==> src/rtl/bp_be_fp_unbox_recode_pkg.sv <==
// Shared floating-point format constants and the stage-1 operand record
// used by the unbox/recode pipeline.
package bp_be_fp_unbox_recode_pkg;

  // IEEE binary32 / binary64 field widths (significand includes hidden bit)
  localparam int sp_w     = 32;
  localparam int dp_w     = 64;
  localparam int sp_exp_w = 8;
  localparam int sp_sig_w = 24;
  localparam int dp_exp_w = 11;
  localparam int dp_sig_w = 53;

  // Recoded widths: sign + (exp_w+1) exponent + (sig_w-1) fraction
  localparam int sp_rec_w = sp_exp_w + sp_sig_w + 1;
  localparam int dp_rec_w = dp_exp_w + dp_sig_w + 1;

  // Stored fraction widths and leading-zero count widths
  localparam int sp_fw = sp_sig_w - 1;
  localparam int dp_fw = dp_sig_w - 1;
  localparam int sp_dw = $clog2(sp_sig_w);
  localparam int dp_dw = $clog2(dp_sig_w);

  // Value substituted for an SP operand that is not NaN-boxed
  localparam logic [sp_w-1:0] sp_box_nan = 32'h7fc0_0000;

  // Canonical quiet NaN in DP recoded form
  localparam logic [dp_rec_w-1:0] dp_rec_nan = 65'h0_e008_0000_0000_0000;

  // Recoded exponent offset between SP and DP: 2^11 - 2^8
  localparam logic [dp_exp_w:0] sp_to_dp_exp_bias = 12'h700;

  // Per-operand stage-1 record
  typedef struct packed {
    logic [dp_w-1:0] val;
    logic            box_fail;
  } unbox_t;

  // SP operands must carry all-ones in the upper half; anything else is
  // replaced by the canonical SP NaN and flagged. DP passes untouched.
  function automatic unbox_t unbox(input logic [dp_w-1:0] raw, input logic sp);
    unbox_t r;
    r.val      = raw;
    r.box_fail = 1'b0;
    if (sp) begin
      if (&raw[dp_w-1:sp_w]) begin
        r.val = {{(dp_w-sp_w){1'b1}}, raw[sp_w-1:0]};
      end else begin
        r.val      = {{(dp_w-sp_w){1'b1}}, sp_box_nan};
        r.box_fail = 1'b1;
      end
    end
    return r;
  endfunction

endpackage

==> src/rtl/bp_be_fp_unbox_recode_if.sv <==
// Operand-set bus of the unbox/recode block.
// Handshake: on each side a transfer happens on a rising clock edge where
// valid and ready are both high. A producer keeps valid and payload stable
// until the transfer; ready never depends combinationally on valid.
interface bp_be_fp_unbox_recode_if
  import bp_be_fp_unbox_recode_pkg::*;
#(
  parameter int els_p       = 3,
  parameter int tag_width_p = 8
);
  logic                         v_i;
  logic                         ready_o;
  logic [els_p*dp_w-1:0]        data_i;
  logic                         sp_i;
  logic [tag_width_p-1:0]       tag_i;
  logic                         v_o;
  logic                         ready_and_i;
  logic [els_p*dp_rec_w-1:0]    rec_o;
  logic [els_p-1:0]             box_fail_o;
  logic [tag_width_p-1:0]       tag_o;

  modport master (
    output v_i, data_i, sp_i, tag_i, ready_and_i,
    input  ready_o, v_o, rec_o, box_fail_o, tag_o
  );

  modport slave (
    input  v_i, data_i, sp_i, tag_i, ready_and_i,
    output ready_o, v_o, rec_o, box_fail_o, tag_o
  );
endinterface

==> src/rtl/bp_be_fp_recode_el.sv <==
// Per-operand recode: IEEE DP -> recoded DP, or IEEE SP -> recoded SP
// followed by exact widening to recoded DP.
module bp_be_fp_recode_el
  import bp_be_fp_unbox_recode_pkg::*;
(
  input  logic [dp_w-1:0]     val,
  input  logic                sp,
  output logic [dp_rec_w-1:0] rec
);

  function automatic logic [dp_rec_w-1:0] recode_dp(input logic [dp_w-1:0] f);
    logic [dp_exp_w-1:0] exp_in;
    logic [dp_fw-1:0]    fract, sub_fract;
    logic [dp_dw-1:0]    norm_dist;
    logic [dp_exp_w:0]   adj_exp, bias, exp_out;
    logic                zero_exp, zero_fract;
    exp_in     = f[dp_w-2 -: dp_exp_w];
    fract      = f[dp_fw-1:0];
    zero_exp   = (exp_in == '0);
    zero_fract = (fract == '0);
    norm_dist  = '0;
    for (int i = 0; i < dp_fw; i++) begin
      if (fract[i]) norm_dist = dp_dw'(dp_fw - 1 - i);
    end
    sub_fract = (fract << norm_dist) << 1;
    bias = '0;
    bias[dp_exp_w-1] = 1'b1;
    if (zero_exp) bias[1] = 1'b1;
    else          bias[0] = 1'b1;
    adj_exp = zero_exp ? ~{{(dp_exp_w+1-dp_dw){1'b0}}, norm_dist} : {1'b0, exp_in};
    adj_exp = adj_exp + bias;
    if (zero_exp && zero_fract)         exp_out = '0;
    else if (adj_exp[dp_exp_w -: 2] == 2'b11)
      exp_out = {2'b11, ~zero_fract, adj_exp[dp_exp_w-3:0]};
    else                                exp_out = adj_exp;
    return {f[dp_w-1], exp_out, zero_exp ? sub_fract : fract};
  endfunction

  function automatic logic [sp_rec_w-1:0] recode_sp(input logic [sp_w-1:0] f);
    logic [sp_exp_w-1:0] exp_in;
    logic [sp_fw-1:0]    fract, sub_fract;
    logic [sp_dw-1:0]    norm_dist;
    logic [sp_exp_w:0]   adj_exp, bias, exp_out;
    logic                zero_exp, zero_fract;
    exp_in     = f[sp_w-2 -: sp_exp_w];
    fract      = f[sp_fw-1:0];
    zero_exp   = (exp_in == '0);
    zero_fract = (fract == '0);
    norm_dist  = '0;
    for (int i = 0; i < sp_fw; i++) begin
      if (fract[i]) norm_dist = sp_dw'(sp_fw - 1 - i);
    end
    sub_fract = (fract << norm_dist) << 1;
    bias = '0;
    bias[sp_exp_w-1] = 1'b1;
    if (zero_exp) bias[1] = 1'b1;
    else          bias[0] = 1'b1;
    adj_exp = zero_exp ? ~{{(sp_exp_w+1-sp_dw){1'b0}}, norm_dist} : {1'b0, exp_in};
    adj_exp = adj_exp + bias;
    if (zero_exp && zero_fract)         exp_out = '0;
    else if (adj_exp[sp_exp_w -: 2] == 2'b11)
      exp_out = {2'b11, ~zero_fract, adj_exp[sp_exp_w-3:0]};
    else                                exp_out = adj_exp;
    return {f[sp_w-1], exp_out, zero_exp ? sub_fract : fract};
  endfunction

  // Every SP recoded value is representable in DP recoded form: specials
  // keep their 3-bit class code, finite values shift the exponent bias and
  // the fraction (including any NaN payload) is left-aligned.
  function automatic logic [dp_rec_w-1:0] widen_sp(input logic [sp_rec_w-1:0] r);
    logic [sp_exp_w:0] e;
    logic [dp_exp_w:0] e_out;
    e = r[sp_rec_w-2 -: sp_exp_w+1];
    case (e[sp_exp_w -: 3])
      3'b000:         e_out = '0;
      3'b110, 3'b111: e_out = {e[sp_exp_w -: 3], {(dp_exp_w-2){1'b0}}};
      default:        e_out = {{(dp_exp_w-sp_exp_w){1'b0}}, e} + sp_to_dp_exp_bias;
    endcase
    return {r[sp_rec_w-1], e_out, r[sp_fw-1:0], {(dp_fw-sp_fw){1'b0}}};
  endfunction

  // Select the precision path for this operand
  always_comb begin
    rec = recode_dp(val);
    if (sp) rec = widen_sp(recode_sp(val[sp_w-1:0]));
  end

endmodule

==> src/rtl/bp_be_fp_unbox_recode.sv <==
// Two-stage pipeline: stage 1 registers unboxed operands, stage 2 registers
// the DP-recoded result. Elastic valid/ready, one set per cycle.
module bp_be_fp_unbox_recode
  import bp_be_fp_unbox_recode_pkg::*;
#(
  parameter int els_p       = 3,
  parameter int tag_width_p = 8
)
(
  input  logic                  clk_i,
  input  logic                  reset_i,
  bp_be_fp_unbox_recode_if.slave io
);

  unbox_t [els_p-1:0]          s1_in, s1_ops;
  logic                        s1_v, s1_sp;
  logic [tag_width_p-1:0]      s1_tag;
  logic                        s2_v;
  logic [els_p*dp_rec_w-1:0]   s2_rec, rec_next;
  logic [els_p-1:0]            s2_fail, fail_next;
  logic [tag_width_p-1:0]      s2_tag;
  logic                        s1_adv, s2_adv, in_xfer, ready;

  for (genvar k = 0; k < els_p; k++) begin : g_el
    assign s1_in[k]     = unbox(io.data_i[k*dp_w +: dp_w], io.sp_i);
    assign fail_next[k] = s1_ops[k].box_fail;
    bp_be_fp_recode_el u_recode (
      .val (s1_ops[k].val),
      .sp  (s1_sp),
      .rec (rec_next[k*dp_rec_w +: dp_rec_w])
    );
  end

  // Stage 2 drains on an output transfer; stage 1 moves when stage 2 frees
  assign s2_adv  = s2_v & io.ready_and_i;
  assign s1_adv  = s1_v & (~s2_v | s2_adv);
  assign ready   = ~s1_v | s1_adv;
  assign in_xfer = io.v_i & ready;

  assign io.ready_o    = ready;
  assign io.v_o        = s2_v;
  assign io.rec_o      = s2_rec;
  assign io.box_fail_o = s2_fail;
  assign io.tag_o      = s2_tag;

  // Stage valid bits: the only reset state
  always_ff @(posedge clk_i or posedge reset_i) begin
    if (reset_i) begin
      s1_v <= 1'b0;
      s2_v <= 1'b0;
    end else begin
      if (in_xfer)     s1_v <= 1'b1;
      else if (s1_adv) s1_v <= 1'b0;
      if (s1_adv)      s2_v <= 1'b1;
      else if (s2_adv) s2_v <= 1'b0;
    end
  end

  // Stage payload registers load alongside their valid bit
  always_ff @(posedge clk_i) begin
    if (in_xfer) begin
      s1_ops <= s1_in;
      s1_sp  <= io.sp_i;
      s1_tag <= io.tag_i;
    end
    if (s1_adv) begin
      s2_rec  <= rec_next;
      s2_fail <= fail_next;
      s2_tag  <= s1_tag;
    end
  end

endmodule
==> src/flat_wrapper.sv <==
// flat-port wrapper written by rule: the top's interface ports become plain ports
module bp_be_fp_unbox_recode_flat import bp_be_fp_unbox_recode_pkg::*;
#(
  parameter int els_p       = 3,
  parameter int tag_width_p = 8
)
  (clk_i, reset_i, io_v_i, io_data_i, io_sp_i, io_tag_i, io_ready_and_i, io_ready_o, io_v_o, io_rec_o, io_box_fail_o, io_tag_o);
  bp_be_fp_unbox_recode_if #(.els_p(els_p), .tag_width_p(tag_width_p)) io_i ();
  input  logic clk_i;
  input  logic reset_i;
  input wire logic [$bits(io_i.v_i)-1:0] io_v_i;
  input wire logic [$bits(io_i.data_i)-1:0] io_data_i;
  input wire logic [$bits(io_i.sp_i)-1:0] io_sp_i;
  input wire logic [$bits(io_i.tag_i)-1:0] io_tag_i;
  input wire logic [$bits(io_i.ready_and_i)-1:0] io_ready_and_i;
  output wire logic [$bits(io_i.ready_o)-1:0] io_ready_o;
  output wire logic [$bits(io_i.v_o)-1:0] io_v_o;
  output wire logic [$bits(io_i.rec_o)-1:0] io_rec_o;
  output wire logic [$bits(io_i.box_fail_o)-1:0] io_box_fail_o;
  output wire logic [$bits(io_i.tag_o)-1:0] io_tag_o;
  assign io_i.v_i = io_v_i;
  assign io_i.data_i = io_data_i;
  assign io_i.sp_i = io_sp_i;
  assign io_i.tag_i = io_tag_i;
  assign io_i.ready_and_i = io_ready_and_i;
  assign io_ready_o = io_i.ready_o;
  assign io_v_o = io_i.v_o;
  assign io_rec_o = io_i.rec_o;
  assign io_box_fail_o = io_i.box_fail_o;
  assign io_tag_o = io_i.tag_o;
  bp_be_fp_unbox_recode #(.els_p(els_p), .tag_width_p(tag_width_p)) u_core (.clk_i(clk_i), .reset_i(reset_i), .io(io_i));
endmodule
==> config.mk <==
export PLATFORM = sky130hd
export DESIGN_NAME = bp_be_fp_unbox_recode_flat
export DESIGN_NICKNAME = d
export VERILOG_FILES = /design/src/rtl/bp_be_fp_unbox_recode_pkg.sv /design/src/rtl/bp_be_fp_unbox_recode_if.sv /design/src/rtl/bp_be_fp_recode_el.sv /design/src/rtl/bp_be_fp_unbox_recode.sv /design/src/flat_wrapper.sv
export SDC_FILE = /design/constraint.sdc
export NUM_CORES = 2
export LEC_CHECK = 0
export ABC_CLOCK_PERIOD_IN_PS = 6400
export CAP_MARGIN = 40
export CORE_MARGIN = 5
export CORE_UTILIZATION = 40
export CTS_BUF_LIST = sky130_fd_sc_hd__clkbuf_8 sky130_fd_sc_hd__clkbuf_16
export DETAILED_ROUTE_END_ITERATION = 6
export GPL_TIMING_DRIVEN = 1
export SLEW_MARGIN = 20
export SYNTH_ARGS = -nofsm -noshare
export SYNTH_HDL_FRONTEND = slang
export SYNTH_SLANG_ARGS = --single-unit
==> constraint.sdc <==
create_clock -name clk_i -period 6.4 [get_ports clk_i]
set_input_delay 1.28 -clock clk_i [delete_from_list [all_inputs] [get_ports clk_i]]
set_output_delay 1.28 -clock clk_i [all_outputs]
set_load 0.005 [all_outputs]
After elaboration in Yosys (flattened, before gate mapping)

Index checks and enable logic that the tools add are counted.

Register bits: 412
Input port bits: 205
Output and inout bits: 208
Logic and storage cells: 387

Add/subtract/negate cells: 9
Equal/unequal tests: 12
Shift operators: 6
Muxes and demuxes: 292
Bitwise operators: 19
Reduce and logical (&&, ||, !) cells: 32

Operators with widths:

| cell                    | number |
|---|---|
| $mux W6                 | 156 |
| $mux W65                | 6 |
| $mux W5                 | 72 |
| $logic_not A52 Y1       | 3 |
| $mux W52                | 3 |
| $shl A52 B6 Y51         | 3 |
| $mux W12                | 9 |
| $mux W9                 | 12 |
| $mux W32                | 3 |
| $reduce_and A32 Y1      | 3 |
| $pmux W12 S2            | 3 |
| $logic_not A23 Y1       | 3 |
| $mux W23                | 3 |
| $shl A23 B5 Y22         | 3 |
| $add A12 B11 Y12        | 3 |
| $add A9 B11 Y12 const B | 3 |
| $not A6 Y12             | 3 |
| $logic_not A11 Y1       | 3 |
| $add A9 B8 Y9           | 3 |
| $not A5 Y9              | 3 |
| $mux W1                 | 25 |
| $logic_not A8 Y1        | 3 |
| $eq A3 B3 Y1 const B    | 6 |
| $eq A2 B2 Y1 const B    | 6 |
| other kinds (7)         | 30 |

Depth between registers and ports, before layout

Word-level depth: 59
Depth in mapped cells: 17
Mapped depth without buffers: 14

Cells and area by module

From an unflattened synthesis, not the netlist that was laid out.

Cell total of the unflattened synthesis: 4912
Area, all modules: 39755.6 um2

By module, submodules not included:

| module                | times used | cells an instance | area an instance (um2) | seq. area each (um2) |
|---|---|---|---|---|
| bp_be_fp_recode_el    | 3          | 1416              | 8597.0                 | 0.0 |
| bp_be_fp_unbox_recode | 1          | 664               | 13964.6                | 12361.9 |

Worst setup path before layout

No wires, ideal clock.

Path type: input to register
Start: in io_ready_and_i
End: reg u_core.s1_ops, in the netlist u_core.fail_next[0], enable pin
Library setup time: 591 ps
Data arrival time: 6113 ps
Data required time: 5809 ps
Slack: -304 ps
Stages: 2
Buffers on the path: 0
Path through: nand3b_1 > and2_1

Word-level cells in the longest chain between the ends: 5

RTL lines:

| what                     | line                        | source |
|---|---|---|
| from (decl)              | flat_wrapper.sv:15          | `input wire logic [$bits(io_i.ready_and_i)-1:0] io_ready_and_i;` |
| $and A1 B1 Y1            | bp_be_fp_unbox_recode.sv:35 | `assign s2_adv = s2_v & io.ready_and_i;` |
| $or A1 B1 Y1             | bp_be_fp_unbox_recode.sv:36 | `assign s1_adv = s1_v & (~s2_v \| s2_adv);` |
| $and A1 B1 Y1            | bp_be_fp_unbox_recode.sv:36 |  |
| $or A1 B1 Y1             | bp_be_fp_unbox_recode.sv:37 | `assign ready = ~s1_v \| s1_adv;` |
| $and A1 B1 Y1            | bp_be_fp_unbox_recode.sv:38 | `assign in_xfer = io.v_i & ready;` |
| named net u_core.in_xfer | bp_be_fp_unbox_recode.sv:22 | `logic s1_adv, s2_adv, in_xfer, ready;` |
| to (signal assigned)     | bp_be_fp_unbox_recode.sv:62 | `s1_ops <= s1_in;` |
| to (decl)                | bp_be_fp_unbox_recode.sv:15 | `unbox_t [els_p-1:0] s1_in, s1_ops;` |

The timed path passes the listed nets, and every way through them passes these cells.
A chain may end at the register's enable or synchronous reset.

Worst setup path in the final report

Start: reg u_core.s1_ops[152] (netlist bit)
End: reg u_core.s2_rec[161] (netlist: u_core.io.rec_o[161]) (data pin)

Word-level cells in the longest chain between the ends: 34
Elaborated cells between the ends (all ways): 39
Classes of those cells: 2 x shift; 37 x mux

RTL lines:

| what                                      | line                        | source |
|---|---|---|
| $mux W6 (31 in series)                    | bp_be_fp_recode_el.sv:23    | `if (fract[i]) norm_dist = dp_dw'(dp_fw - 1 - i);` |
| $shl A52 B6 Y51                           | bp_be_fp_recode_el.sv:25    | `sub_fract = (fract << norm_dist) << 1;` |
| $mux W52                                  | bp_be_fp_recode_el.sv:36    | `return {f[dp_w-1], exp_out, zero_exp ? sub_fract : fract};` |
| $mux W65 (*)                              | bp_be_fp_recode_el.sv:85    | `if (sp) rec = widen_sp(recode_sp(val[sp_w-1:0]));` |
| named net u_core.g_el[2].u_recode.rec[31] | bp_be_fp_recode_el.sv:8     | `output logic [dp_rec_w-1:0] rec` |
| to (signal assigned)                      | bp_be_fp_unbox_recode.sv:67 | `s2_rec <= rec_next;` |
| to (decl)                                 | bp_be_fp_unbox_recode.sv:19 | `logic [els_p*dp_rec_w-1:0] s2_rec, rec_next;` |

The timed path passes the listed nets; every way through them passes the cells marked *. The select of a mux whose other input is x is not followed.

==> results.cfg <==
[cts]
clk_pin_slew_ns = 0.06
cts_tree = yes
cts_setup_buffers = 0
clock-sinks = 412
hold_buffers = 0
cts-root-buf = clkbuf_16
clockBufferDepth = 3
clk_latency_ns = 0.68
htreeDepth = 2
cts_resized = 0
numCtsBuffers = 49

[critical_path]
crit_top_cell = a21oi_1
crit_fanout = 48
worstPathRequired_ns = 6.82
worstSetupPathType = flip-flop to flip-flop
crit_chain = nor2b_1 > nor3_1 > o311ai_0 > a221oi_2 > o41ai_2 > buf_4 > mux2i_1 > a21oi_1 > a21oi_1 > a21oi_1 > a2bb2oi_1 > a21oi_1
critPathCaptureType = flip-flop
arrival_ns = 5.84
slowest_stage = edfxtp_1
max_stage_delay_ns = 0.87
r2r_setup_slack_ns = 0.98
critPathLaunchType = flip-flop

[sta]
worst_hold_slack_ns = 0.415
fin_crit_ns = 5.42
fin_setup_tns_ns = 0
relSlewSlack = 0.325
finalMaxSlewViolations = 0
finalSetupViolCount = 0
tightest_slew_ns = 1.00
hold_violations = 0
timing.final.ws_setup_ns = 0.983
fmax_mhz = 185
fin_crit_sh = 0.846
clock_skew_ns = 0.0480
rsz0062_at_grt = false

[global_routing]
grt_max_degree = 126
grt_usage = 0.363
grt_pass1_vias = 36400
grt.overflow.total = 0
antenna_found_initial = 8
grt_pass1_wl_mm = 261

[detailed_routing]
drtIter0Drc = 6641
drcViolationCount = 1
drtAntennaViolNets = 0
drt-total-wl_mm = 183
vias = 39300
wl_per_cell_um = 32.2
dr.pass1.iters = 7
vias_per_cell = 6.92

[synth]
synth_warnings = 0
synth_adder_area_share = 0.00208
synth_top_area_frac = 0.342
synthFlopType = edfxtp_1
synth_fp_nets = 4437
synth_common_cells = nand2_1, edfxtp_1, nor2_1
synth.distinct_cells = 115
synth_area_per_cell_um2 = 8.53
synth_seq_cells = 412
synth_compound_area_frac = 0.256
synthXorXnorAreaFrac = 0.00365
yosysTopAreaCell = edfxtp_1
yosysSeqAreaShare = 0.343
synth_most_common_cell = nand2_1
synth_edf_count = 410
synthArstFlopShare = 0.00485
synth_mux_area_frac = 0.126
syn_inst = 4226
synthSimpleGateAreaFrac = 0.216
synthTopCellsByArea = edfxtp_1, mux2i_1, nand2_1
synth_top_family_by_area = compound AO/OA/AOI/OAI gates
synth_area_um2 = 36000

[pwr]
switching_power_mw = 2.81
leakagePower_nw = 15.6
fin_total_pwr_mw = 8.48
seq_power_share = 0.414
sw_frac_of_total = 0.331
power_frac_clock = 0.337
power_density_nw_per_um2 = 197
p_comb_frac = 0.249
ir_worst_vdd_v = 0.000233
power.internal_mw = 5.67

[finish]
finish.utilization = 0.481
drive_above_1_share = 0.120
nFillCells = 8714
finalNonFillerCells = 5681
layout.nets = 4675
areaGrowthSynthToFinish_pct = 19.8
design_area_um2 = 43200

[place]
globalplace.congestion = 1.07
place_area_um2 = 41400
dp.cells = 5579
hpwl_mm = 136
io_buffers = 412
preCtsSetupSlack_ns = 1.27

[min_path]
hold_path.class = flip-flop to flip-flop

[status]
violations = design-rule violations
status = complete, but fails checks

[die]
die_area_um2 = 96200
boundaryPins = 413
die_h_um = 310
fp.dieW_um = 310
start_util = 0.401
row_count = 110
core_area_um2 = 89700

[job]
maxCapViolations = 0
-- sequential cells by signal, summed over array words and instances (netlist names) --
register and count:
u_core.io.rec_o 195, u_core.s1_ops 192, u_core.io.tag_o 8, u_core.s1_tag 8, u_core.fail_next 3, u_core.io.box_fail_o 3, u_core.io.v_o 1, u_core.s1_sp 1
u_core.s1_v 1
-- cells in the final DEF (no fill, tap or decap), types with 132 or more instances in the layout --
cell type	n
a21oi_1	274
buf_4	142
clkdlybuf4s50_1	411
edfxtp_1	410
mux2i_1	369
nand2_1	413
nor2_1	386
nor3_1	133
o21ai_0	226
or2_2	132
-- worst paths after layout --
check,endpoint,from,depth (start not counted)
worst min-delay path,u_core.io.tag_o[3],u_core.s1_tag[3],0
worst min register to register,u_core.io.tag_o[3],u_core.s1_tag[3],0
worst max register to register,u_core.io.rec_o[161],u_core.s1_ops[152],12
min in group asynchronous,u_core.io.v_o,reset_i,2
max in group asynchronous,u_core.s1_v,reset_i,2
worst max-delay path,u_core.io.rec_o[161],u_core.s1_ops[152],12
-- area by class of cell --
cell class	instances	area, µm²	area share
inverters	60	225	0.00522
clock inverters	40	390	0.00904
clock buffers	49	1230	0.0284
multi-input cells	3357	21900	0.507
well taps	1176	1470	0.0341
repair buffers	584	5580	0.129
diodes	3	7.51	0.000174
flip-flops and latches	412	12400	0.286
-- routing by layer --
metal | global-route usage | part of all wire
met2 | 0.545 | 0.42
met4 | 0.177 | 0.066
met5 | 0 | 0.00019
met1 | 0.488 | 0.39
met3 | 0.0941 | 0.12
-- logic make-up after synthesis --
kind of cell / Yosys count
AOI/OAI and AO/OA: 1322
buffers and inverters: 457
DFF: 412
xor gates and xnor gates: 15
and+or+nand+nor: 1577
adders and majority gates: 6
muxes: 437
-- power groups by stage --
stage	Combinational [mW]	Sequential (mW)	Clock, mW
after floorplan	1.15	3.38	0
after detailed placement	2.03	3.55	0
after CTS	2.03	3.49	2.91
after global placement	2.04	3.55	0
after global routing	2.20	3.52	3.02
final	2.11	3.51	2.86
-- critical path, delay by kind of cell, from the launching register on --
kind | cells | cell delay (ns)
simple gates | 2 | 0.41
buf+inv | 1 | 0.68
flops | 1 | 0.87
compound gates | 8 | 2.76
mux | 1 | 0.37
Power figures use the tool's default switching activity.
